<file path="src/rtl/result_axis_serializer.sv">
// Serializes one wide result frame into ELEMS sequential AXI-Stream beats,
// lowest element first, with zero-bubble chaining of back-to-back frames.

module result_elem_lane #(
  parameter int ELEM_W = 16
) (
  input  logic              axi_clk,
  input  logic              axi_rst,
  input  logic              load,
  input  logic [ELEM_W-1:0] d,
  output logic [ELEM_W-1:0] q
);
  always_ff @(posedge axi_clk) begin
    if (axi_rst)   q <= '0;
    else if (load) q <= d;
  end
endmodule

module result_axis_serializer #(
  parameter int ELEMS  = 9,
  parameter int ELEM_W = 16
) (
  input  logic                    axi_clk,
  input  logic                    axi_rst,
  input  logic                    s_axis_valid,
  input  logic [ELEMS*ELEM_W-1:0] s_axis_data,
  output logic                    s_axis_ready,
  output logic                    m_axis_valid,
  output logic [ELEM_W-1:0]       m_axis_data,
  output logic                    m_axis_last,
  input  logic                    m_axis_ready,
  output logic                    busy,
  output logic [15:0]             frame_count
);
  localparam int IDX_W = (ELEMS > 1) ? $clog2(ELEMS) : 1;
  localparam logic [IDX_W-1:0] LAST_IDX = IDX_W'(ELEMS - 1);

  typedef enum logic {IDLE, SHIFT} state_t;

  state_t                         state_q, state_d;
  logic [IDX_W-1:0]               idx_q, idx_d;
  logic [15:0]                    cnt_q, cnt_d;
  logic [ELEMS-1:0][ELEM_W-1:0]   frame_q;
  logic                           load, out_xfer, last_xfer;

  // Buffer only loads on an accepted frame, so it is frozen mid-frame.
  for (genvar g = 0; g < ELEMS; g++) begin : g_lane
    result_elem_lane #(.ELEM_W(ELEM_W)) u_lane (
      .axi_clk (axi_clk),
      .axi_rst (axi_rst),
      .load    (load),
      .d       (s_axis_data[g*ELEM_W +: ELEM_W]),
      .q       (frame_q[g])
    );
  end

  always_ff @(posedge axi_clk) begin
    if (axi_rst) begin
      state_q <= IDLE;
      idx_q   <= '0;
      cnt_q   <= '0;
    end else begin
      state_q <= state_d;
      idx_q   <= idx_d;
      cnt_q   <= cnt_d;
    end
  end

  always_comb begin
    m_axis_valid = (state_q == SHIFT);
    m_axis_last  = m_axis_valid && (idx_q == LAST_IDX);
    m_axis_data  = m_axis_valid ? frame_q[idx_q] : '0;
    busy         = (state_q == SHIFT);
    out_xfer     = m_axis_valid & m_axis_ready;
    last_xfer    = out_xfer & m_axis_last;
    // Ready on the final beat lets the next frame chain in without a bubble.
    s_axis_ready = (state_q == IDLE) | last_xfer;
    load         = s_axis_valid & s_axis_ready;

    state_d = state_q;
    idx_d   = idx_q;
    cnt_d   = cnt_q;
    case (state_q)
      IDLE: begin
        if (load) begin
          state_d = SHIFT;
          idx_d   = '0;
        end
      end
      SHIFT: begin
        if (last_xfer) begin
          cnt_d   = cnt_q + 16'd1;
          idx_d   = '0;
          state_d = load ? SHIFT : IDLE;
        end else if (out_xfer) begin
          idx_d = idx_q + IDX_W'(1);
        end
      end
      default: state_d = IDLE;
    endcase
  end

  assign frame_count = cnt_q;

endmodule

</file>
<file path="config.mk">
export PLATFORM = sky130hd
export DESIGN_NAME = result_axis_serializer
export DESIGN_NICKNAME = d
export VERILOG_FILES = /design/src/rtl/result_axis_serializer.sv
export SDC_FILE = /design/constraint.sdc
export NUM_CORES = 1
export LEC_CHECK = 0
export ABC_AREA = 1
export BUFFER_PORTS_ARGS = -buffer_cell sky130_fd_sc_hd__buf_2
export CAP_MARGIN = 20
export CORE_MARGIN = 3
export CORE_UTILIZATION = 39
export DETAILED_ROUTE_END_ITERATION = 8
export GPL_TIMING_DRIVEN = 0
export PLACE_DENSITY = 0.57
export SETUP_SLACK_MARGIN = 0.05
export SYNTH_ARGS = -nofsm -noshare
export SYNTH_HDL_FRONTEND = slang
export SYNTH_SLANG_ARGS = --single-unit
</file>
<file path="constraint.sdc">
create_clock -name axi_clk -period 4.4 [get_ports axi_clk]
set_clock_uncertainty 0.1 [all_clocks]
set_input_delay 0.44 -clock axi_clk [delete_from_list [all_inputs] [get_ports axi_clk]]
set_output_delay 0.44 -clock axi_clk [all_outputs]
set_load 0.1 [all_outputs]
</file>
Word level (Yosys, flattened, before mapping)
Cells that the tools add are included.

Order comparisons: 1. Equality and inequality tests: 3. Bitwise operators: 5. Multiplexer cells: 10. Reduce and logical (&&, ||, !) cells: 3. Add/subtract/negate cells: 2.

Operators by type and width (count): $bmux 16 s4 (1); $mux 16 (2); $add 16x1->16 const B (1); $mux 4 (3); $pmux 4 s2 (1); $lt 4x5->1 const B (1); $add 4x1->4 const B (1); $eq 4x4->1 const B (1); $reduce_and 2->1 (2); $and 1x1->1 (3); $ne 3x1->1 const B (1); $mux 1 (2); $ne 2x1->1 const B (1); $pmux 1 s2 (1); $logic_and 1x1->1 (1); $not 1->1 (1); $or 1x1->1 (1).

Logic and storage cells: 36. Output and inout port bits: 36. Input bits: 148. Flip-flop bits (word level): 165.

Depth between registers and ports, before layout
Depth after elaboration: 8. Gate-level depth with buffers: 14.

Hierarchy
A second synthesis with hierarchy kept.

Cells, all modules: 1495. Area total of the unflattened synthesis: 8899.8 um^2.

By module, submodules not included: result_elem_lane (times used 9, area each 670.6 um^2, cells an instance 101, seq. area each 320.3 um^2); result_axis_serializer (times used 1, area each 2864.0 um^2, cells an instance 586, seq. area each 420.4 um^2).

Worst setup path after synthesis
OpenSTA, ideal clock, no wires.

Path kind: register to output. Start point: register state_q, in the netlist busy. End point: output port m_axis_data[0]. Stages on the path, launching flop included: 4. Slack: 0.773 ns. Required time: 3.860 ns. Data arrival time: 3.087 ns. Cells stage by stage: dfxtp_1 -> inv_1 -> clkbuf_1 -> a21oi_1.

Cells in the longest elaborated chain, start to end: 1.

Ends and longest elaborated chain: from (decl) (RTL line 40) `state_t state_q, state_d;`; from (signal assigned) (RTL line 63) `state_q <= state_d;`; $mux 16 (RTL line 72) `m_axis_data = m_axis_valid ? frame_q[idx_q] : '0;`; to (decl) (RTL line 29) `output logic [ELEM_W-1:0] m_axis_data,`.

Every way passes these cells.

Final worst setup path
Start point: register idx_q[0]. End point: output port s_axis_ready.

Cells in the longest elaborated chain, start to end: 4.

Ends and longest elaborated chain: from (decl) (RTL line 41) `logic [IDX_W-1:0] idx_q, idx_d;`; from (signal assigned) (RTL line 64) `idx_q <= idx_d;`; $eq 4x4->1 (RTL line 71) `m_axis_last = m_axis_valid && (idx_q == LAST_IDX);`; $logic_and 1x1->1 (RTL line 71); $and 1x1->1 (RTL line 75) `last_xfer = out_xfer & m_axis_last;`; $or 1x1->1 (RTL line 77) `s_axis_ready = (state_q == IDLE) | last_xfer;`; to (decl) (RTL line 27) `output logic s_axis_ready,`.

Every way passes these cells.

==> flow_summary.ini <==
[status]
status = finished, final reports clean

[logic_synthesis]
yosysWarnings = 0
yosys_register_bits = 165
syn-mean-instance-area_um2 = 6.41
synth_area_um2 = 7770
synth_nets = 1364
ys_seq_area_share_pct = 42.5
yosysUniqueCellTypes = 27
synthCells = 1213

[clock_network]
cts_root_buffer = clkbuf_16
postCtsSetupRepairBufs = 0
tritoncts = done
ctsHoldBuffers = 0
clk_path_buf_depth = 2
ctsResizeCount = 0
clock-sinks = 165
clk_pin_slew_ns = 0.06
cts_buffers = 17
clk_latency_ns = 0.43
h-tree-depth = 4

[die]
die_y_um = 147
coreArea_um2 = 19500
io_pins = 184
rows = 51
start_util_pct = 39.8
die_x_um = 147
dieArea_um2 = 21700

[sta]
max_freq_ghz = 0.288
tightest_slew_ns = 0.921
final_hold_viol_count = 0
fin_ws_ns = 0.923
rsz0062_at_grt = false
whs_ns = 0.142
fin_crit_sh_pct = 79.0
finalMaxSlewViolations = 0
setup_viol = 0
slew_headroom_pct = 38.6
tns_ns = 0
final.min_clock_period_ns = 3.48

[placed_design]
dp_hpwl_um = 19200
dp_cells = 1661
portBuffers = 183
gp_congestion = 0.898
place_ws_ns = 1.26

[setup_path]
r2r-start = idx_q[0]
crit_type = reg -> out
end_kind = primary output
crit_arrival_ns = 2.94
critPathLaunch = idx_q[0]
rrSetupSlack_ns = 1.26
crit_fanout = 10
r2r_end = g_lane[6].u_lane.q[14]
slowest_stage = clkbuf_1
path_cells = inv_2 > clkbuf_1 > clkbuf_1 > ha_1 > nand2_2 > inv_2 > nand3_4 > nand2_4 > buf_2
startpoint_type = register
slowest_delay_ns = 0.46
crit_end = s_axis_ready
worstPathRequired_ns = 3.86
r2r_cells = 13

[pwr]
p_int_uw = 2830
p_sw_share_pct = 27.3
p_leak_uw = 0.00450
power_uw = 3890
p_comb_share_pct = 15.0
power_density_nw_per_um2 = 402
p_sw_uw = 1060
peakVddDrop_mv = 0.240
p_clk_share_pct = 42.4
pwr-share-seq_pct = 42.6

[route]
wl_met3_um = 1260
met2_length_um = 11500
vias = 7944
via_per_inst = 4.69
wirelength_um = 24400
wl_met1_um = 11000
wire_per_inst_um = 14.4
drt_iter0_drc = 404
drc = 0
first_pass_iters = 5
dr.max_layer_used = met4
ant_nets = 0

[layout]
final_common_cell = nor2_1
fin_cells = 1693
final_cell_mix = 325 x nor2_1, 222 x nand2_1, 196 x buf_2, 165 x dfxtp_1, 121 x inv_1
antenna_cells = 0
drive_gt1_share_pct = 17.5
syn2layout_area_growth_pct = 24.6
finalNetCount = 1566

[grt]
grt_util_all_layers_pct = 22.6
grt_pass1_wl_um = 38500
grt_max_degree = 17
grt_pass1_vias = 7617
grt_antenna_before_repair = 0
grt_overflow_total = 0

[hold_path]
worstHoldPathType = in -> reg

[flow_run]
cap_violations = 0
## routing by layer
metal,up-vias,track usage [%]
met5,-,0
met3,38,4.04
met1,3515,29.5
li1,4187,-
met2,204,37.5
met4,0,8.11
## per-stage QoR
| stage | util [%] | instance area (um2) |
|---|---|---|
| after global routing | 49.6 | 9680 |
| after CTS | 49.6 | 9680 |
| final | 49.6 | 9680 |
| after detailed placement | 46.2 | 9020 |
| after global placement | 46.2 | 9020 |
| after floorplan | - | 7770 |
## sequential cells by signal (all words and copies together) (netlist names)
signal           flops
busy                 1
frame_count         16
g_lane.u_lane.q    144
idx_q                4
## area by class of cell
type | count | area, um2
flip-flops and latches | 165 | 3300
clock buffers | 22 | 494
clock inverters | 10 | 168
plain buffers | 75 | 368
inverters | 126 | 474
repair buffers | 183 | 916
well taps | 265 | 332
multi-input cells | 847 | 3630
fillers | 2197 | 9850
## kinds of logic (layout without fill, tap and decap cells)
group	count (synthesis)	after routing	share of synthesized area, %
and+or+nand+nor	667	667	34.6
buffers and inverters	201	416	10.8
adders and majority gates	3	3	0.483
xor gates and xnor gates	2	2	0.225
AOI/OAI and AO/OA	175	175	11.3
DFF	165	165	42.5
## synth_stat cells
master	instances	share of area, %
a211oi_1	1	0.097
a21oi_1	25	1.6
buf_1	11	0.53
buf_2	13	0.84
buf_4	1	0.097
buf_6	7	1.0
buf_8	1	0.19
clkbuf_1	40	1.9
clkbuf_2	2	0.13
clkinv_2	1	0.064
dfxtp_1	165	43
ha_1	3	0.48
inv_1	121	5.8
inv_2	4	0.19
nand2_1	222	11
nand2_2	1	0.081
nand2_4	2	0.29
nand3_1	106	6.8
nand3_4	1	0.23
nand4_1	5	0.40
nor2_1	325	16
nor2_2	1	0.081
nor3_1	3	0.19
nor3_2	1	0.13
o21ai_0	118	7.6
o21ai_1	31	2.0
xor2_1	2	0.23
## critical path, delay by kind of cell, from the launching register on
family	cells	cell delay (ns)
buffers and inverters	5	1.52
AND/OR/NAND/NOR	3	0.37
adder cells (fa/ha/maj)	1	0.25
flip-flops	1	0.35
## worst min-delay path by stage
stage	end	startpoint	slack (ns)	cells past startpoint
after CTS	g_lane[5].u_lane.q[8]	s_axis_data[88]	0.13	3
after global routing	g_lane[5].u_lane.q[13]	s_axis_data[93]	0.15	3
after detailed placement	frame_count[4]	frame_count[4]	0.36	2
final	g_lane[5].u_lane.q[8]	s_axis_data[88]	0.14	3
after global placement	frame_count[4]	frame_count[4]	0.35	2
after floorplan	g_lane[3].u_lane.q[0]	g_lane[3].u_lane.q[0]	0.35	2
## power groups by stage
| stage | clock, uW | combinational [uW] | sequential, uW |
|---|---|---|---|
| 4_1_cts | 1670 | 586 | 1660 |
| 2_1_floorplan | 0 | 386 | 1680 |
| 3_3_place_gp | 0 | 578 | 1690 |
| 6_report | 1650 | 582 | 1660 |
| 5_1_grt | 1730 | 661 | 1670 |
| 3_5_place_dp | 0 | 583 | 1690 |
Note: power is estimated with default switching activity, not from simulation.
